File: config.mk
export PLATFORM = sky130hd
export DESIGN_NAME = pc_sequencer
export DESIGN_NICKNAME = d
export VERILOG_FILES = /design/src/rtl/pc_sequencer.sv
export SDC_FILE = /design/constraint.sdc
export NUM_CORES = 1
export LEC_CHECK = 0
export BUFFER_PORTS_ARGS = -buffer_cell sky130_fd_sc_hd__buf_4
export CAP_MARGIN = 10
export CORE_MARGIN = 1.5
export CORE_UTILIZATION = 30
export DETAILED_ROUTE_END_ITERATION = 16
export PLACE_DENSITY = 0.45
export SLEW_MARGIN = 20
export SYNTH_ARGS = -nofsm -noshare
export SYNTH_HDL_FRONTEND = slang
export SYNTH_SLANG_ARGS = --single-unit
File: constraint.sdc
create_clock -name clk -period 5.53 [get_ports clk]
set_input_delay 0.2765 -clock clk [delete_from_list [all_inputs] [get_ports clk]]
set_output_delay 0.2765 -clock clk [all_outputs]
set_load 0.01 [all_outputs]
File: src/rtl/pc_sequencer.sv
// Program-counter sequencer with a hardware return-address stack for the FRANK6000 core.
// The control-bus return field arrives on port `ret`; every redirect is followed by one flush bubble.
module pc_sequencer #(
    parameter int                ADDR_W       = 10,
    parameter int                STACK_DEPTH  = 8,
    parameter logic [ADDR_W-1:0] RESET_VECTOR = '0
) (
    input  logic                               clk,
    input  logic                               rst_n,
    input  logic                               en,
    input  logic                               jump,
    input  logic [1:0]                         j_mode,
    input  logic                               call,
    input  logic                               ret,
    input  logic [ADDR_W-1:0]                  target,
    input  logic                               zero_flag,
    output logic [ADDR_W-1:0]                  pc,
    output logic                               flush,
    output logic [$clog2(STACK_DEPTH+1)-1:0]   stack_ptr,
    output logic                               stack_full,
    output logic                               stack_empty,
    output logic                               stack_err,
    output logic [1:0]                         state_dbg
);

    localparam int SP_W  = $clog2(STACK_DEPTH + 1);
    localparam int IDX_W = (STACK_DEPTH > 1) ? $clog2(STACK_DEPTH) : 1;
    localparam logic [SP_W-1:0]   SP_FULL = SP_W'(STACK_DEPTH);
    localparam logic [ADDR_W-1:0] PC_ONE  = ADDR_W'(1);
    localparam logic [ADDR_W-1:0] PC_TWO  = ADDR_W'(2);

    typedef enum logic [1:0] {
        S_RUN   = 2'd0,
        S_FLUSH = 2'd1,
        S_FAULT = 2'd2
    } state_t;

    state_t            state_q, state_d;
    logic [ADDR_W-1:0] pc_q, pc_d;
    logic [SP_W-1:0]   sp_q, sp_d;
    logic              flush_q, err_q;
    logic              push;
    logic              full, empty;
    logic [ADDR_W-1:0] pc_inc, pc_inc2, tos;
    logic [SP_W-1:0]   top_ptr;
    logic [ADDR_W-1:0] stack_mem [STACK_DEPTH];

    // Natural overflow of the ADDR_W-bit adders gives the required wrap-around.
    assign pc_inc  = pc_q + PC_ONE;
    assign pc_inc2 = pc_q + PC_TWO;
    assign full    = (sp_q == SP_FULL);
    assign empty   = (sp_q == '0);
    assign top_ptr = sp_q - 1'b1;
    assign tos     = stack_mem[top_ptr[IDX_W-1:0]];

    always_comb begin
        state_d = state_q;
        pc_d    = pc_q;
        sp_d    = sp_q;
        push    = 1'b0;
        if (en) begin
            case (state_q)
                S_RUN: begin
                    if (call && ret) begin
                        state_d = S_FAULT;
                    end else if (j_mode == 2'b10 && jump) begin
                        if (call && full) begin
                            state_d = S_FAULT;
                        end else begin
                            pc_d    = target;
                            state_d = S_FLUSH;
                            if (call) begin
                                push = 1'b1;
                                sp_d = sp_q + 1'b1;
                            end
                        end
                    end else if (j_mode == 2'b11 && ret) begin
                        if (empty) begin
                            state_d = S_FAULT;
                        end else begin
                            pc_d    = tos;
                            sp_d    = top_ptr;
                            state_d = S_FLUSH;
                        end
                    end else if (j_mode == 2'b00 && zero_flag) begin
                        pc_d    = pc_inc2;
                        state_d = S_FLUSH;
                    end else begin
                        pc_d = pc_inc;
                    end
                end
                // Control inputs here belong to the discarded instruction.
                S_FLUSH: begin
                    pc_d    = pc_inc;
                    state_d = S_RUN;
                end
                default: ;
            endcase
        end
    end

    always_ff @(posedge clk or negedge rst_n) begin
        if (!rst_n) begin
            state_q <= S_RUN;
            pc_q    <= RESET_VECTOR;
            sp_q    <= '0;
            flush_q <= 1'b0;
            err_q   <= 1'b0;
        end else begin
            state_q <= state_d;
            pc_q    <= pc_d;
            sp_q    <= sp_d;
            flush_q <= (state_d == S_FLUSH);
            err_q   <= (state_d == S_FAULT);
        end
    end

    // Stack storage carries no reset; only entries below stack_ptr are meaningful.
    always_ff @(posedge clk) begin
        if (push) begin
            stack_mem[sp_q[IDX_W-1:0]] <= pc_inc;
        end
    end

    assign pc          = pc_q;
    assign flush       = flush_q;
    assign stack_ptr   = sp_q;
    assign stack_full  = full;
    assign stack_empty = empty;
    assign stack_err   = err_q;
    assign state_dbg   = state_q;

endmodule

### Yosys cells after proc, flatten, opt, wreduce, memory -nomap -nowiden

Memory sizes are Yosys's and may differ from the RTL's.
Cells that the tools add are included.

| word-level totals | value |
|---|---|
| register bits after elaboration | 18 |
| RAM bits | 80 |
| input bits | 19 |
| output and inout port bits | 20 |
| word-level logic and storage cells | 63 |
| memories | 1 |

| cells by class | value |
|---|---|
| add/sub/neg operators | 4 |
| equal/unequal tests | 12 |
| multiplexer cells | 28 |
| bitwise logic cells | 1 |
| reductions and logical operators | 12 |

Memory list:

| memory | depth | width | rd ports | clocked after memory_dff | write ports | RTL line | text |
|---|---|---|---|---|---|---|---|
| stack_mem | 8 | 10 | 1 | 0 | 1 | 46 | `logic [ADDR_W-1:0] stack_mem [STACK_DEPTH];` |

Operators by type and width:

| kind | number |
|---|---|
| 10-bit 2-to-1 mux | 6 |
| 4-bit 2-to-1 mux | 5 |
| 10-bit case mux with 2 select lines | 1 |
| 2-bit 2-to-1 mux | 7 |
| 10-bit by 1-bit adder with 10-bit output, second input constant | 1 |
| 10-bit by 2-bit adder with 10-bit output, second input constant | 1 |
| 1-bit 2-to-1 mux | 8 |
| 7-bit AND reduction | 1 |
| 2-bit equality test, second input constant | 3 |
| 2-bit != test, second input constant | 3 |
| 1-bit logical AND | 5 |
| 5-bit AND reduction | 1 |
| 4-bit by 1-bit adder with 4-bit output, second input constant | 1 |
| 2-bit by 1-bit equality test with 1-bit output, second input constant | 2 |
| 4-bit equality test, second input constant | 1 |
| 2-bit zero test | 2 |
| 4-bit zero test | 1 |
| 4-bit != test, second input constant | 1 |
| 2-bit case mux with 2 select lines | 1 |
| 2-bit nonzero test | 2 |
| 4-bit by 1-bit subtractor with 4-bit output, second input constant | 1 |
| 3-bit != test, second input constant | 1 |
| 2-bit by 1-bit != test with 1-bit output, second input constant | 1 |
| 1-bit inverter | 1 |

### Depth between registers and ports, before layout

Gate-level depths: netlist of the first run.

| logic depth | value |
|---|---|
| word-level depth | 9 |
| depth in mapped cells | 11 |
| gate-level depth less buffers | 8 |

### Worst setup path before layout of the first run

No wires, ideal clock.

| timing | value |
|---|---|
| path kind | reg-to-reg |
| start | reg sp_q[0], in the netlist stack_ptr[0] |
| end | mem stack_mem[1][0], enable pin |
| library setup time | 0.390 ns |
| arrival time | 2.554 ns |
| required time | 5.140 ns |
| setup slack | 2.587 ns |
| stages on the path, launching flop included | 9 |
| buffers on the path | 2 |
| clock period less this slack | 2.943 ns |
| cell sequence | dfrtp_1 buf_2 buf_2 inv_1 ha_1 and3b_1 nor4b_1 nand2_1 nor3_1 |

| between the ends | value |
|---|---|
| longest elaborated chain between the ends | 9 |

RTL lines:

| item | RTL line | text |
|---|---|---|
| start: declaration | 40 | `logic [SP_W-1:0] sp_q, sp_d;` |
| start signal: assignment | 112 | `sp_q <= sp_d;` |
| 4-bit equality test | 51 | `assign full = (sp_q == SP_FULL);` |
| net stack_full | 20 | `output logic stack_full,` |
| 1-bit logical AND | 67 | `if (call && full) begin` |
| 1-bit 2-to-1 mux | 67 |  |
| 1-bit 2-to-1 mux | 66 | `end else if (j_mode == 2'b10 && jump) begin` |
| 1-bit 2-to-1 mux | 64 | `if (call && ret) begin` |
| 1-bit 2-to-1 mux | 62 | `case (state_q)` |
| 1-bit 2-to-1 mux | 61 | `if (en) begin` |
| 1-bit 2-to-1 mux | 120 | `if (push) begin` |
| 1-bit 2-to-1 mux (not written as such) | 121 | `stack_mem[sp_q[IDX_W-1:0]] <= pc_inc;` |
| end: declaration | 46 |  |

The timed path passes the listed nets, and every way through them passes these cells.

### Final worst setup path of the first run

| timing | value |
|---|---|
| start | reg sp_q[0], in the netlist stack_ptr[0] |
| end | reg pc_q[0], in the netlist pc[0] |

| between the ends | value |
|---|---|
| longest elaborated chain between the ends | 7 |
| elaborated cells between the ends (all ways) | 13 |
| classes of those cells | add/sub (1); eq/ne (3); mux (5); reduce/logical (3); memory (1) |

RTL lines:

| item | RTL line | text |
|---|---|---|
| 4-bit by 1-bit subtractor with 4-bit output | 53 | `assign top_ptr = sp_q - 1'b1;` |
| memory read 8 x 10 bit | -- |  |
| 10-bit 2-to-1 mux | 78 | `if (empty) begin` |
| 10-bit 2-to-1 mux | 77 | `end else if (j_mode == 2'b11 && ret) begin` |
| 10-bit 2-to-1 mux | 66 |  |
| 10-bit 2-to-1 mux | 64 |  |
| 10-bit case mux with 2 select lines | 62 |  |
| end signal: assignment | 111 | `pc_q <= pc_d;` |
| end: declaration | 39 | `logic [ADDR_W-1:0] pc_q, pc_d;` |

Parallel ways exist; a longest one is shown, timed or not. The select of a mux whose other input is x is not followed.
A chain may end at the register's enable or synchronous reset.

==> results.json, run 1 <==
{
  "status": "finished clean",
  "cts_made_buffers": 9,
  "max_cap_viol_count": 0,
  "synth-warning-count": 0,
  "core_um2": 14600,
  "clock_skew_ns": 0.00665,
  "cp-start-kind": "flop",
  "root_buffer": "clkbuf_16",
  "yosys-top-cells-area": "edfxtp_1 53%, dfrtp_1 10%, mux4_2 7.5%",
  "synthSimpleGateAreaFrac_pct": 10.0,
  "synth_nets": 350,
  "cts.repair.resized": 0,
  "power_frac_comb_pct": 36.9,
  "ys_seq_elements": 98,
  "cts_num_sinks": 98,
  "netlist.area_leader.share_pct": 53.3,
  "dr.pass1.iters": 5,
  "max_freq_mhz": 295,
  "reg2reg_from": "stack_ptr[0]",
  "fp.dieW_um": 126,
  "power_frac_seq_pct": 39.9,
  "htreeDepth": 3,
  "post-route-cell-area_um2": 5300,
  "tightestPinTransition_ns": 1.02,
  "hold_viol": 0,
  "path_clk_slew_ns": 0.07,
  "syn_inst": 326,
  "grt_pass1_wl_um": 16800,
  "end_kind": "flop",
  "synth_area_per_cell_um2": 13.8,
  "vias_per_cell": 5.07,
  "routedWlPerCell_um": 19.4,
  "postSynth.asyncResetShare_pct": 18.4,
  "synthTopCellsByCount": "80 x edfxtp_1, 34 x nand2_1, 30 x nor2_1",
  "ioPinCount": 39,
  "via_count": 2802,
  "holdCritPathClass": "in -> reg",
  "rrSetupSlack_ns": 2.14,
  "slew_headroom_pct": 31.9,
  "synth_compound_area_share_pct": 7.77,
  "yosysSeqAreaShare_pct": 63.3,
  "cpMaxStageDelayCell": "xor2_2",
  "fin_nets": 388,
  "hold_depth": 3,
  "hold_buffers": 1,
  "grt_start_max_net_pins": 26,
  "min_period_over_period_pct": 61.3,
  "drtIter0Drc": 220,
  "r2r_cells": 9,
  "drive_gt1_share_pct": 21.1,
  "crit_end": "pc[0]",
  "fin_tns_setup_ns": 0,
  "setup.worst_path.start": "stack_ptr[0]",
  "setup_violations": 0,
  "synth.area.mux_share_pct": 11.2,
  "rows": 44,
  "grt_usage_pct": 14.4,
  "p_int_w": 0.00174,
  "synth_top_family_by_area": "multiplexers",
  "fin_hold_ws_ns": 0.213,
  "path_class": "reg -> reg",
  "synth.distinct_cells": 42,
  "synth-xor-area-share_pct": 4.25,
  "port-buffer-count": 38,
  "drt-total-wl_um": 10700,
  "crit-reg2reg-capture": "pc[0]",
  "syn2layout_area_growth_pct": 17.6,
  "synth_area_um2": 4510,
  "slew_viol_final": 0,
  "multi_input_area_um2": 1560,
  "clk-insertion-delay-late_ns": 0.34,
  "dpl.hpwl_um": 7450,
  "pre_cts_ws_ns": 2.13,
  "leakage_nw": 1.88,
  "cp_max_fo": 25,
  "required_ns": 5.75,
  "switching_share_pct": 35.3,
  "postPlaceCellArea_um2": 4990,
  "worst_slack_ns": 2.14,
  "die_h_um": 126,
  "overflow": 0,
  "fin_total_pwr_w": 0.00269,
  "fin_crit_ns": 3.39,
  "die_area_um2": 15800,
  "grt_pass1_vias": 2801,
  "path_cells": "buf_4, inv_1, ha_1, xor2_2, mux4_1, a32oi_1, a31oi_1, o21ai_0, o31ai_1",
  "drtAntennaViolNets": 0,
  "ir_drop_v": 0.000201,
  "ys.flop_type": "edfxtp_1",
  "cts_setup_buffers": 0,
  "cpPeakStageDelay_ns": 0.73,
  "antennaDiodeCount": 0,
  "netSwitchingPower_w": 0.000949,
  "fillerInstances": 1412,
  "synthAdderAreaFrac_pct": 1.39,
  "synth.most_common_cell": "edfxtp_1",
  "yosysTopAreaCell": "edfxtp_1",
  "arrival_ns": 3.61,
  "rsz0062_at_grt": "false",
  "cts_tree": "built",
  "finalWeightedCongestion": 0.808,
  "power.density_nw_per_um2": 507,
  "drc": 0,
  "synth_edf_count": 80,
  "clockBufferDepth": 2,
  "p_clk_share_pct": 23.2,
  "seqCellArea_um2": 2850,
  "start_util_pct": 30.9,
  "antenna_found_initial": 0
}
## cell families after synthesis
group,after synthesis
simple gates,98
compound gates,56
flops,98
fa+ha+maj,5
mux,25
buf+inv,23
xor+xnor,21
## power by group through the flow
| stage | sequential [W] | combinational (W) | clock, W |
|---|---|---|---|
| 2_1_floorplan | 0.00105 | 0.000677 | 0 |
| 3_3_place_gp | 0.00109 | 0.00101 | 0 |
| 3_5_place_dp | 0.00109 | 0.00100 | 0 |
| 4_1_cts | 0.00107 | 0.00101 | 0.000645 |
| 5_1_grt | 0.00109 | 0.00109 | 0.000665 |
| 6_report | 0.00107 | 0.000991 | 0.000624 |
## registers in the layout, indices dropped and copies added, names as in the netlist
register	cells
stack_mem	80
stack_err	1
pc	10
state_dbg	2
flush	1
stack_ptr	4
## stage by stage
stage,util (%),std cells
2_1_floorplan,-,326
3_3_place_gp,34.2,536
3_5_place_dp,34.2,536
4_1_cts,36.3,553
5_1_grt,36.3,553
6_report,36.3,553
## cell type report
class / instances / share of cell area, %
Sequential cell: 98 / 53.8
Multi-Input combinational cell: 205 / 29.5
Timing Repair Buffer: 45 / 6.42
Clock buffer: 11 / 4.39
Tap cell: 184 / 4.34
Clock inverter: 5 / 1.16
Inverter: 5 / 0.354
## worst min path at each step
stage	startpoint	to	slack [ns]
4_1_cts	target[7]	pc[7]	0.20
6_report	target[7]	pc[7]	0.21
3_3_place_gp	rst_n	stack_err	0.17
3_5_place_dp	rst_n	stack_err	0.17
5_1_grt	target[7]	pc[7]	0.23
2_1_floorplan	rst_n	flush	-0.02
## cells in the final DEF (no fill, tap or decap), types with 7 or more instances in the layout
cell       count
a21oi_1       15
buf_4         44
mux4_2        15
dfrtp_1       18
xor2_1        13
xnor2_1        7
nor2_1        29
edfxtp_1      80
o21ai_0       13
clkbuf_16      9
nand3_1       10
nand2_1       34
## critical path, delay by kind of cell (launching register included)
family / cells / cell delay, ns
buffers and inverters: 2 / 0.60
adders and majority gates: 1 / 0.32
AOI/OAI and AO/OA: 4 / 0.63
xor gates and xnor gates: 1 / 0.73
DFF: 1 / 0.32
muxes: 1 / 0.64
## per-layer routing
layer  vias up  wire length [um]  track usage (%)
met1      1396              5190             19.7
met5         -                 0                0
li1       1320                 -                -
met4         0               244             5.95
met3        13               402             4.11
met2        73              4910             21.5
No activity file was read; power rests on OpenSTA's default activity.
==> run 2, diff against run 1 <==
- PLACE_DENSITY: 0.45 -> 0.46
- clock period: 5.53 -> 2.9 ns (I/O delays scaled with it)
==> results.json, run 2 (synthesis gave the netlist of run 1 again) <==
{
  "status": "finished clean",
  "cts_setup_buffers": 0,
  "holdCritPathClass": "in -> reg",
  "routedWlPerCell_um": 19.3,
  "ir_drop_v": 0.000355,
  "cp_max_fo": 13,
  "min_period_over_period_pct": 84.7,
  "required_ns": 3.13,
  "fp.dieW_um": 126,
  "htreeDepth": 3,
  "hold_viol": 0,
  "cp-start-kind": "flop",
  "dpl.hpwl_um": 7440,
  "fin_tns_setup_ns": 0,
  "hold_buffers": 1,
  "ioPinCount": 39,
  "cts.repair.resized": 0,
  "hold_depth": 3,
  "drtIter0Drc": 110,
  "drc": 0,
  "reg2reg_from": "stack_ptr[0]",
  "fin_hold_ws_ns": 0.0783,
  "max_freq_mhz": 407,
  "cts_made_buffers": 9,
  "crit-reg2reg-capture": "pc[0]",
  "r2r_cells": 9,
  "fillerInstances": 1384,
  "clock_skew_ns": 0.00733,
  "slew_viol_final": 0,
  "hold_path.startpoint": "target[7]",
  "final_common_cell": "edfxtp_1",
  "final_cell_mix": "80 x edfxtp_1, 58 x buf_4, 34 x nand2_1",
  "grt_pass1_vias": 2963,
  "path_clk_slew_ns": 0.07,
  "dp.cells": 551,
  "clockBufferDepth": 2,
  "die_area_um2": 15800,
  "port-buffer-count": 38,
  "multi_input_area_um2": 1570,
  "start_util_pct": 30.9,
  "drtAntennaViolNets": 0,
  "syn2layout_area_growth_pct": 20.7,
  "cts_tree": "built",
  "overflow": 0,
  "largest_register_ffs": 80,
  "core_um2": 14600,
  "antenna_found_initial": 0,
  "path_class": "reg -> reg",
  "tightestPinTransition_ns": 0.818,
  "grt_usage_pct": 14.6,
  "vias_per_cell": 5.02,
  "clk-insertion-delay-late_ns": 0.34,
  "grt_start_max_net_pins": 25,
  "rsz0062_at_grt": "false",
  "hold_end": "pc[7]",
  "final_cells": 568,
  "grt_pass1_wl_um": 17300,
  "max_cap_viol_count": 0,
  "rows": 44,
  "slew_headroom_pct": 45.3,
  "finalWeightedCongestion": 0.764,
  "seqCellArea_um2": 2850,
  "rrSetupSlack_ns": 0.44,
  "fin_nets": 403,
  "antennaDiodeCount": 0,
  "via_count": 2850,
  "drt-total-wl_um": 10900,
  "dr.pass1.iters": 4,
  "end_kind": "flop",
  "power.density_nw_per_um2": 962,
  "leakage_nw": 1.97,
  "fin_crit_ns": 2.46,
  "root_buffer": "clkbuf_16",
  "arrival_ns": 2.68,
  "drive_gt1_share_pct": 24.5,
  "die_h_um": 126,
  "cts_num_sinks": 98,
  "setup_violations": 0
}
run 2: cell types whose count changed in the layout (fill, tap and decap cells not counted), sizes merged:
cell | previous run | this run
buf | 44 | 59
clkbuf | 11 | 9
clkinv | 2 | 4
run 2: critical path, cell delays in order (launching register included):
cell and delay (ns):
dfrtp_1 0.37, inv_1 0.17, ha_1 0.29, xor2_2 0.18, buf_4 0.27, mux4_1 0.58, nand3_1 0.11, a31oi_1 0.08
o21ai_0 0.19, o31ai_1 0.09
run 2: final cells by class:
type,count,share of cell area [%]
Timing Repair Buffer,60,8.55
Sequential cell,98,52.4
Multi-Input combinational cell,205,28.9
Tap cell,184,4.23
Clock inverter,7,1.43
Inverter,5,0.345
Clock buffer,9,4.14
run 2: worst max path at each step:
stage	start	to	slack (ns)	depth (start not counted)
4_1_cts	stack_ptr[0]	pc[0]	0.42	9
3_3_place_gp	stack_ptr[0]	pc[0]	0.48	9
6_report	stack_ptr[0]	pc[0]	0.44	9
5_1_grt	stack_ptr[0]	pc[0]	0.24	9
2_1_floorplan	stack_ptr[0]	pc[0]	0.19	10
3_5_place_dp	stack_ptr[0]	pc[0]	0.43	9
run 2: power by group:
part	switching, W	total [W]	internal, W	leakage (nW)
Combinational	0.00110	0.00201	0.000910	0.879
Clock	0.000538	0.00122	0.000678	0.149
Sequential	0.000198	0.00201	0.00181	0.946
Total	0.00184	0.00524	0.00340	1.97
run 2: layer usage:
metal	track usage (%)	vias to the layer above	wire (um)
li1	-	1352	-
met1	18.6	1425	4890
met2	24.7	60	5430
met3	2.44	13	405
met4	6.08	0	206
met5	0	-	0
run 2: stage by stage:
| step | setup slack, ns | utilization (%) | cell area, um^2 | power, W |
|---|---|---|---|---|
| after floorplan | 0.191 | - | 4520 | 0.00330 |
| after global placement | 0.481 | 35.2 | 5130 | 0.00407 |
| after detailed placement | 0.427 | 35.2 | 5130 | 0.00407 |
| after CTS | 0.418 | 37.3 | 5440 | 0.00530 |
| after global routing | 0.237 | 37.3 | 5440 | 0.00555 |
| final | 0.443 | 37.3 | 5440 | 0.00524 |
